$ cat config.mk
export PLATFORM = sky130hd
export DESIGN_NAME = posit_normalize_pipe
export DESIGN_NICKNAME = d
export VERILOG_FILES = /design/src/rtl/posit_normalize_pipe.sv
export SDC_FILE = /design/constraint.sdc
export NUM_CORES = 1
export LEC_CHECK = 0
export ABC_CLOCK_PERIOD_IN_PS = 2700
export CAP_MARGIN = 15
export CORE_MARGIN = 10
export CORE_UTILIZATION = 51
export DETAILED_ROUTE_END_ITERATION = 10
export PLACE_DENSITY_LB_ADDON = 0.05
export SLEW_MARGIN = 40
export SYNTH_ARGS = -nofsm -noshare
export SYNTH_HDL_FRONTEND = slang
export SYNTH_SLANG_ARGS = --single-unit
$ cat constraint.sdc
create_clock -name clk -period 2.7 [get_ports clk]
set_input_delay 0.54 -clock clk [delete_from_list [all_inputs] [get_ports clk]]
set_output_delay 0.54 -clock clk [all_outputs]
set_load 0.03 [all_outputs]
$ cat src/rtl/posit_normalize_pipe.sv
`default_nettype none
// ============================================================================
// Module   : posit_normalize_pipe
// Purpose  : Encodes a decoded posit (sign, NaR, zero, signed scale, fraction,
//            sticky) back into a POSIT_WIDTH / POSIT_ES posit word. Rounding is
//            round-to-nearest-even. Results saturate to maxpos/minpos.
//            Three-stage pipeline: regime/exponent, assemble, round/sign.
//            All stages advance together under one valid/ready handshake.
// Ports    : clk, rst         - clock, synchronous active-high reset
//            in_valid/in_ready - input handshake
//            sign_i, NaR_i, zero_i, scale_i, fraction_i, sticky_i - decoded value
//            out_valid/out_ready - output handshake
//            posit_word_o     - encoded posit word
// Revision : 1.0 - initial release
// ============================================================================
module posit_normalize_pipe #(
  parameter int POSIT_WIDTH       = 8,
  parameter int POSIT_ES          = 1,   // must be >= 1
  parameter int SCALE_WIDTH       = $clog2((POSIT_WIDTH-1) << POSIT_ES) + 1,
  parameter int FRACTION_IN_WIDTH = 8
) (
  input  logic                         clk,
  input  logic                         rst,
  input  logic                         in_valid,
  output logic                         in_ready,
  input  logic                         sign_i,
  input  logic                         NaR_i,
  input  logic                         zero_i,
  input  logic [SCALE_WIDTH-1:0]       scale_i,
  input  logic [FRACTION_IN_WIDTH-1:0] fraction_i,
  input  logic                         sticky_i,
  output logic                         out_valid,
  input  logic                         out_ready,
  output logic [POSIT_WIDTH-1:0]       posit_word_o
);

  localparam int MW       = POSIT_WIDTH - 1;
  localparam int BW       = MW + POSIT_ES + FRACTION_IN_WIDTH + 2;
  localparam int PAD      = BW - 1 - POSIT_ES - FRACTION_IN_WIDTH;
  localparam int SHW      = SCALE_WIDTH + 1;
  localparam int MAXSCALE = (POSIT_WIDTH - 2) << POSIT_ES;

  localparam logic signed [SHW-1:0] MAX_S  = SHW'(MAXSCALE);
  localparam logic signed [SHW-1:0] ONE_S  = SHW'(1);
  localparam logic [MW-1:0]         MIN_MAG = MW'(1);

  // --------------------------------------------------------------------------
  // Handshake: the whole pipeline moves as one unit
  // --------------------------------------------------------------------------
  logic adv;
  logic s1_valid_q, s2_valid_q, s3_valid_q;

  assign adv       = ~s3_valid_q | out_ready;
  assign in_ready  = adv;
  assign out_valid = s3_valid_q;

  // --------------------------------------------------------------------------
  // Stage 1: regime / exponent
  // --------------------------------------------------------------------------
  logic signed [SHW-1:0] scale_x;
  logic signed [SHW-1:0] k_x;
  logic signed [SHW-1:0] k_neg;
  logic signed [SHW-1:0] k_inc;
  logic [SHW-1:0]        s1_shift_d;
  logic                  s1_maxf_d, s1_minf_d, s1_pol_d;

  assign scale_x   = SHW'($signed(scale_i));
  assign k_x       = scale_x >>> POSIT_ES;
  assign k_neg     = -k_x;
  assign k_inc     = k_x + ONE_S;
  assign s1_maxf_d = (scale_x > MAX_S);
  assign s1_minf_d = (scale_x < -MAX_S);
  assign s1_pol_d  = ~k_x[SHW-1];
  // Shift is the run length minus the terminating bit: k+1 ones (k>=0) or
  // -k zeros (k<0); the terminator is seeded into the buffer below.
  assign s1_shift_d = k_x[SHW-1] ? k_neg : k_inc;

  logic                         s1_sign_q, s1_nar_q, s1_zero_q;
  logic                         s1_maxf_q, s1_minf_q, s1_pol_q, s1_sticky_q;
  logic [SHW-1:0]               s1_shift_q;
  logic [POSIT_ES-1:0]          s1_exp_q;
  logic [FRACTION_IN_WIDTH-1:0] s1_frac_q;

  // --------------------------------------------------------------------------
  // Stage 2: assemble body and split into mag / guard / sticky
  // --------------------------------------------------------------------------
  logic [BW-1:0] seed;
  logic [BW-1:0] body;
  logic [MW-1:0] s2_mag_d;
  logic          s2_guard_d, s2_sticky_d;

  // The regime terminator (opposite of the run polarity) leads the seed; the
  // shift then fills the vacated MSBs with the run polarity.
  assign seed = {~s1_pol_q, s1_exp_q, s1_frac_q, {PAD{1'b0}}};
  assign body = s1_pol_q ? ~((~seed) >> s1_shift_q) : (seed >> s1_shift_q);

  assign s2_mag_d    = body[BW-1 -: MW];
  assign s2_guard_d  = body[BW-1-MW];
  assign s2_sticky_d = (|body[BW-2-MW:0]) | s1_sticky_q;

  logic          s2_sign_q, s2_nar_q, s2_zero_q, s2_maxf_q, s2_minf_q;
  logic          s2_guard_q, s2_sticky_q;
  logic [MW-1:0] s2_mag_q;

  // --------------------------------------------------------------------------
  // Stage 3: round, saturate, apply sign
  // --------------------------------------------------------------------------
  logic                   rnd;
  logic [MW:0]            sum;
  logic [MW-1:0]          mag_f;
  logic [POSIT_WIDTH-1:0] uword;
  logic [POSIT_WIDTH-1:0] s3_word_d;
  logic [POSIT_WIDTH-1:0] s3_word_q;

  assign rnd = s2_guard_q & (s2_mag_q[0] | s2_sticky_q);
  assign sum = {1'b0, s2_mag_q} + {{MW{1'b0}}, rnd};

  always_comb begin
    mag_f = sum[MW] ? {MW{1'b1}} : sum[MW-1:0];
    // A nonzero value never rounds to zero: it becomes minpos
    if (mag_f == '0) mag_f = MIN_MAG;
    if (s2_maxf_q)      mag_f = {MW{1'b1}};
    else if (s2_minf_q) mag_f = MIN_MAG;
    uword     = {1'b0, mag_f};
    s3_word_d = s2_sign_q ? -uword : uword;
    if (s2_nar_q)       s3_word_d = {1'b1, {MW{1'b0}}};
    else if (s2_zero_q) s3_word_d = '0;
  end

  assign posit_word_o = s3_word_q;

  // --------------------------------------------------------------------------
  // Registers
  // --------------------------------------------------------------------------
  always_ff @(posedge clk) begin
    if (rst) begin
      s1_valid_q <= 1'b0;
      s2_valid_q <= 1'b0;
      s3_valid_q <= 1'b0;
      s3_word_q  <= '0;
    end else if (adv) begin
      s1_valid_q <= in_valid;
      s2_valid_q <= s1_valid_q;
      s3_valid_q <= s2_valid_q;
      s3_word_q  <= s3_word_d;
    end
  end

  // Datapath registers need no reset: qualified by the valid bits above
  always_ff @(posedge clk) begin
    if (adv) begin
      s1_sign_q   <= sign_i;
      s1_nar_q    <= NaR_i;
      s1_zero_q   <= zero_i;
      s1_maxf_q   <= s1_maxf_d;
      s1_minf_q   <= s1_minf_d;
      s1_pol_q    <= s1_pol_d;
      s1_shift_q  <= s1_shift_d;
      s1_exp_q    <= scale_i[POSIT_ES-1:0];
      s1_frac_q   <= fraction_i;
      s1_sticky_q <= sticky_i;

      s2_sign_q   <= s1_sign_q;
      s2_nar_q    <= s1_nar_q;
      s2_zero_q   <= s1_zero_q;
      s2_maxf_q   <= s1_maxf_q;
      s2_minf_q   <= s1_minf_q;
      s2_mag_q    <= s2_mag_d;
      s2_guard_q  <= s2_guard_d;
      s2_sticky_q <= s2_sticky_d;
    end
  end

endmodule
`default_nettype wire

==> metrics.csv, run 1 <==
metric,value,unit
GPL Wtd Cong,0.830,
WP buf/inv,1,
Design Power,1.84,mW
top cell type's share of synthesized area,39.4,%
most common cell in the netlist,edfxtp_1,
Yosys reg bits,47,
Period minus WS final,2.73,ns
Final Cell Area,3350,um^2
ys async rst share,0,%
Worst Path Required,2.94,ns
Hold Fails Final Rpt,0,
# port buffers,30,
diode count,0,
CP Capture Type,register,
vias per cell,5.73,
"CP delay by family, top",compound AO/OA/AOI/OAI gates,
Core Region,5170,um^2
CP max stage cell,or4_4,
"Reg clk slew, reported paths",0.09,ns
Post-Syn Instances,279,
H-tree lvl count,2,
largest net degree at the start of global routing,39,
Synth area leaders,"edfxtp_1 39%, dfxtp_1 8.0%, a21oi_1 4.7%",
worst skew pair latency,0.31,ns
VDD IR max,378,uV
worst endpoint data arrival time,2.97,ns
Synth Flop Type,edfxtp_1,
number of global-route vias before repair,2089,
Initial Util,53.1,%
"Distinct cells, synth",55,
Hold Buf Count CTS,0,
Net Sw Frac,30.8,%
Die Width,93.4,um
wire per inst,15.1,um
Root Buffer,clkbuf_8,
initial drt markers,165,
Post-DRT Antenna Nets,0,
hpwl dp,4280,um
slowest cell delay on critical path,0.49,ns
TritonCTS buffer count,5,
P&R area growth vs syn,22.0,%
status,finished with violations,
std cell rows,26,
Pint,1.27,mW
Slew @ Worst Pin,0.727,ns
Die Ht,93.4,um
die footprint,8720,um^2
multi-input logic area,1380,um^2
Reg area,1300,um^2
Syn Area/Cell,9.84,um^2
Power per Cell Area,548,nW/um^2
GRT Residual Overflow,0,
CTS tree,built,
layout cells sized above 1,14.8,%
Syn. warnings,0,
clk_skew,0.00764,ns
crit-path max FO,5,
Max Fclk,367,MHz
first-pass GRT wire length,9730,um
Hold Crit Class,register to register,
Ports,31,
Pre-antenna DRT Iters,4,
antenna violations before repair,0,
max_cap viols,0,
DRC violations left,0,
# nets final,343,
RSZ-0062 raised after global routing,yes,
Placed Area,3150,um^2
combinational fraction of design power,25.9,%
via count,2222,
number of flops mapped to enable cells by yosys,36,
Setup-failing EPs final,2,
Clock power frac,24.1,%
CTS max path bufs,2,
Synth Cell Area,2750,um^2
Pleak,1.27,nW
power share of the sequential group,50.0,%
type of origin of the critical path,register,
most frequent cells after synthesis,"36 x edfxtp_1, 26 x a21oi_1, 24 x nand2_1, 18 x nor2_1",
Slew headroom,51.6,%
CP cell instances,o21a_1 > ha_4 > and4_1 > a211o_1 > a2bb2oi_2 > a21oi_1 > nand2_1 > inv_1 > ha_1 > nand2b_4 > o31ai_2 > or4_4 > a21oi_2,
leading area contributor after synthesis,edfxtp_1,
Psw,566,uW
fillers,441,
number of max-slew violations in the final report,0,
gr usage total,13.5,%
CP Class,register to register,
Final Cycle Share,101,%
# clock sinks,47,
sequential area share after synthesis,47.4,%
failing checks,setup timing,
post-route setup slack,-0.0257,ns
drt total wl,5860,um
-- cell type report --
cell class                 instances  share of cell area [%]
clock buffer                       5                    2.05
clock inverter                     3                   0.821
sequential                        47                    38.8
multi-input combinational        201                    41.2
timing repair buffer              48                    12.9
tap                               70                    2.61
inverter                          14                    1.57
-- timing repair --
item | in CTS | in global routing
resized for setup | 4 | 7
pin swaps | 4 | 10
buffers inserted | 4 | 2
endpoints found under the setup margin | 3 | 4
-- metal layers --
| layer | GRT usage [%] | share of wire, % | vias to the layer above |
|---|---|---|---|
| li1 | - | - | 1116 |
| met4 | 3.86 | 1.1 | 0 |
| met5 | 0 | 0 | - |
| met2 | 21.9 | 48 | 48 |
| met1 | 17.0 | 47 | 1051 |
| met3 | 3.60 | 4.4 | 7 |
-- logic make-up after synthesis --
family / after synthesis / synth area share (%)
and+or+nand+nor: 88 / 16.6
muxes: 10 / 3.74
DFF: 47 / 47.4
xor gates and xnor gates: 10 / 3.19
AOI/OAI and AO/OA: 86 / 21.6
buffers and inverters: 32 / 5.10
adders and majority gates: 5 / 2.28
other: 1 / 0.137
-- worst paths after layout --
path	from	endpoint	slack [ns]	depth (start not counted)
min	s1_zero_q$_DFFE_PP_	s2_zero_q$_DFFE_PP_	0.43	0
max	s2_mag_q[0]$_DFFE_PP_	posit_word_o[1]$_SDFFE_PP0P_	-0.03	13
max reg2reg	s2_mag_q[0]$_DFFE_PP_	posit_word_o[1]$_SDFFE_PP0P_	-0.03	13
min reg2reg	s1_zero_q$_DFFE_PP_	s2_zero_q$_DFFE_PP_	0.43	0
-- through the flow --
| stage | instances | setup TNS, ns | util (%) | setup WS [ns] | hold slack, ns |
|---|---|---|---|---|---|
| floorplan | 280 | 0 | - | 0.00943 | 0.400 |
| global placement | 374 | 0 | 60.8 | 0.0788 | 0.404 |
| detailed placement | 374 | 0 | 60.8 | 0.000655 | 0.405 |
| CTS | 386 | 0 | 63.9 | 0.000561 | 0.429 |
| global route | 388 | -0.547 | 64.8 | -0.180 | 0.440 |
| finish | 388 | -0.0311 | 64.8 | -0.0257 | 0.427 |
-- sequential cells by signal, summed over array words and instances (netlist names) --
| register | flops |
|---|---|
| out_valid | 1 |
| posit_word_o | 8 |
| s1_exp_q | 1 |
| s1_frac_q | 8 |
| s1_maxf_q | 1 |
| s1_minf_q | 1 |
| s1_nar_q | 1 |
| s1_pol_q | 1 |
| s1_shift_q | 6 |
| s1_sign_q | 1 |
| s1_sticky_q | 1 |
| s1_valid_q | 1 |
| s1_zero_q | 1 |
| s2_guard_q | 1 |
| s2_mag_q | 7 |
| s2_maxf_q | 1 |
| s2_minf_q | 1 |
| s2_nar_q | 1 |
| s2_sign_q | 1 |
| s2_sticky_q | 1 |
| s2_valid_q | 1 |
| s2_zero_q | 1 |
-- power groups by stage --
| stage | logic (mW) | registers (mW) | clock network, mW |
|---|---|---|---|
| after detailed placement | 0.418 | 0.932 | 0 |
| after global placement | 0.413 | 0.930 | 0 |
| after global routing | 0.523 | 0.931 | 0.493 |
| after CTS | 0.444 | 0.917 | 0.463 |
| final | 0.476 | 0.920 | 0.443 |
| after floorplan | 0.320 | 0.901 | 0 |
-- layout by cell type, fill, tap and decap left out, types with 6 or more instances in the layout --
cell type	instances
mux2i_1	8
nor2_1	18
a21oi_1	23
edfxtp_1	36
nand2_1	24
a22o_1	6
dfxtp_1	11
buf_4	19
inv_1	14
clkdlybuf4s50_1	29
o21ai_0	14
No activity file was read; power rests on OpenSTA's default activity.
==> run 2: changes to the inputs <==
--- a/config.mk
+++ b/config.mk
@@ -12,5 +12,5 @@
 export DETAILED_ROUTE_END_ITERATION = 10
 export PLACE_DENSITY_LB_ADDON = 0.05
-export SLEW_MARGIN = 40
+export SLEW_MARGIN = 30
 export SYNTH_ARGS = -nofsm -noshare
 export SYNTH_HDL_FRONTEND = slang
==> constraint.sdc (replaced) <==
create_clock -name clk -period 2.7 [get_ports clk]
set_input_delay 0.54 -clock clk [delete_from_list [all_inputs] [get_ports clk]]
set_output_delay 0.54 -clock clk [all_outputs]
set_load 0.1 [all_outputs]
==> run 2 against run 1 <==
  * The run now ends clean
  * Sequential cell count unchanged
  * Core utilization hardly changed
  * Maximum frequency rose by 1.8%
  * First-iteration DRC count increased by 9.1%
  * Combinational power increased by 8.2%
  * Clock skew up 0.0019 ns
  * Register-to-register slack improved by 0.05 ns
==> metrics.csv, run 2 (same netlist as run 1, synthesis figures left out) <==
metric,value,unit,change
Reg area,1300,um^2,about the same
Slew headroom,50.6,%,was 51.6%
Power per Cell Area,560,nW/um^2,was 548 nW/um^2
DP Worst Slack,-0.0172,ns,was 0.000655 ns
via count,2201,,was 2222
vias per cell,5.72,,was 5.73
CTS tree,built,,unchanged
"non-filler cells, final",385,,was 388
wire per inst,14.9,um,was 15.1 um
number of global-route vias before repair,2079,,was 2089
number of max-slew violations in the final report,0,,unchanged
TritonCTS buffer count,5,,unchanged
Die Ht,93.4,um,unchanged
Hold Path Sink,s2_nar_q$_DFFE_PP_,,was s2_zero_q$_DFFE_PP_
Die Width,93.4,um,unchanged
Core Region,5170,um^2,unchanged
die footprint,8720,um^2,unchanged
Pleak,1.28,nW,was 1.27 nW
gr usage total,13.3,%,was 13.5%
RSZ-0062 raised after global routing,yes,,unchanged
CTS max path bufs,2,,unchanged
H-tree lvl count,2,,unchanged
Pre-antenna DRT Iters,4,,unchanged
"Reg clk slew, reported paths",0.10,ns,was 0.09 ns
drt total wl,5720,um,was 5860 um
worst endpoint data arrival time,2.91,ns,was 2.97 ns
first-pass GRT wire length,9780,um,was 9730 um
Hold Crit Class,register to register,,unchanged
layout cells sized above 1,19.0,%,was 14.8%
# nets final,340,,was 343
fillers,419,,was 441
crit-path max FO,6,,was 5
Worst Path Required,2.94,ns,about the same
Post-DRT Antenna Nets,0,,unchanged
Hold Fails Final Rpt,0,,unchanged
worst skew pair latency,0.30,ns,was 0.31 ns
Max Fclk,373,MHz,was 367 MHz
max_cap viols,0,,unchanged
initial drt markers,180,,was 165
FF-to-FF Start,s2_mag_q[0]$_DFFE_PP_,,unchanged
Setup-failing EPs final,0,,was 2
reg2reg end,posit_word_o[2]$_SDFFE_PP0P_,,was posit_word_o[1]$_SDFFE_PP0P_
status,finished clean,,was finished with violations
multi-input logic area,1410,um^2,was 1380 um^2
clk_skew,0.00958,ns,was 0.00764 ns
Hold Crit Start,s1_nar_q$_DFFE_PP_,,was s1_zero_q$_DFFE_PP_
dpl cells,375,,was 374
Ports,31,,unchanged
CP Capture Type,register,,unchanged
diode count,0,,unchanged
Slew @ Worst Pin,0.741,ns,was 0.727 ns
R2R setup slack,0.02,ns,was -0.03 ns
Root Buffer,clkbuf_8,,unchanged
Reg2Reg Depth,14,,was 13
hpwl dp,4100,um,was 4280 um
GPL Wtd Cong,0.846,,was 0.830
Period minus WS final,2.68,ns,was 2.73 ns
Final Cell Area,3350,um^2,about the same
# port buffers,30,,unchanged
type of origin of the critical path,register,,unchanged
Min-Delay Path Depth,0,,unchanged
Initial Util,53.1,%,unchanged
Placed Area,3160,um^2,was 3150 um^2
post-route setup slack,0.0217,ns,was -0.0257 ns
"leading cell types in the layout, fill and taps excluded","36 x edfxtp_1, 23 x nand2_1, 23 x a21oi_1, 23 x buf_4, 20 x clkdlybuf4s50_1",,"was 36 x edfxtp_1, 29 x clkdlybuf4s50_1, 24 x nand2_1, 23 x a21oi_1, 19 x buf_4"
# clock sinks,47,,unchanged
DRC violations left,0,,unchanged
std cell rows,26,,unchanged
"most common cell after layout, fill and taps aside",edfxtp_1,,unchanged
Final Cycle Share,99.2,%,was 101%
CP Class,register to register,,unchanged
P&R area growth vs syn,22.1,%,was 22.0%
GRT Residual Overflow,0,,unchanged
largest net degree at the start of global routing,42,,was 39
VDD IR max,361,uV,was 378 uV
antenna violations before repair,0,,unchanged
-- run 2: where the power goes --
group	total (mW)	switching [mW]	internal, mW
Combinational	0.515	0.282	0.234
Sequential	0.920	0.0805	0.839
Clock	0.443	0.251	0.192
-- run 2: what timing repair did --
item / 4_1_cts / 5_1_grt
pin swaps: 0 / 9
resized for setup: 2 / 15
hold buffers: 0 / 0
buffers inserted: 1 / 1
setup endpoints to repair: 1 / 4
-- run 2: layout make-up --
cell class | instances | area share [%]
clock buffer | 5 | 2.05
sequential | 47 | 38.8
clock inverter | 3 | 0.821
tap | 70 | 2.61
inverter | 14 | 1.68
multi-input combinational | 201 | 41.9
timing repair buffer | 45 | 12.1
-- run 2: how the worst max path moves through the flow --
stage | from | to | slack (ns)
floorplan | s2_mag_q[0]$_DFFE_PP_ | posit_word_o[2]$_SDFFE_PP0P_ | 0.009
global placement | s2_mag_q[0]$_DFFE_PP_ | posit_word_o[2]$_SDFFE_PP0P_ | 0.08
detailed placement | s2_mag_q[0]$_DFFE_PP_ | posit_word_o[2]$_SDFFE_PP0P_ | -0.02
CTS | s2_mag_q[0]$_DFFE_PP_ | posit_word_o[2]$_SDFFE_PP0P_ | 0.01
global route | s2_mag_q[0]$_DFFE_PP_ | posit_word_o[2]$_SDFFE_PP0P_ | -0.13
finish | s2_mag_q[0]$_DFFE_PP_ | posit_word_o[2]$_SDFFE_PP0P_ | 0.02
-- run 2: critical path, stage by stage, from the launching register on --
cell	delay, ns
edfxtp_1	0.39
o21a_1	0.23
ha_4	0.19
ha_4	0.18
nand3_2	0.09
nand4_1	0.12
a2bb2oi_2	0.20
a21oi_1	0.08
nand2_1	0.08
inv_1	0.05
ha_2	0.17
nand2b_4	0.14
xnor2_2	0.13
or4_4	0.43
a21oi_2	0.14
-- run 2: stage by stage --
step	hold WS [ns]	power, mW	utilization [%]	setup TNS, ns
finish	0.427	1.88	64.8	0
floorplan	0.400	1.27	-	0
global placement	0.401	1.39	61.0	0
detailed placement	0.405	1.39	61.0	-0.0172
global route	0.433	1.98	64.8	-0.354
CTS	0.429	1.85	63.3	0
-- run 2: metal layers --
| layer | track usage, % | wire length, um | vias up |
|---|---|---|---|
| met1 | 18.4 | 2720 | 1026 |
| met4 | 3.86 | 46 | 0 |
| li1 | - | - | 1113 |
| met5 | 0 | 0 | - |
| met3 | 3.12 | 291 | 5 |
| met2 | 20.2 | 2660 | 57 |
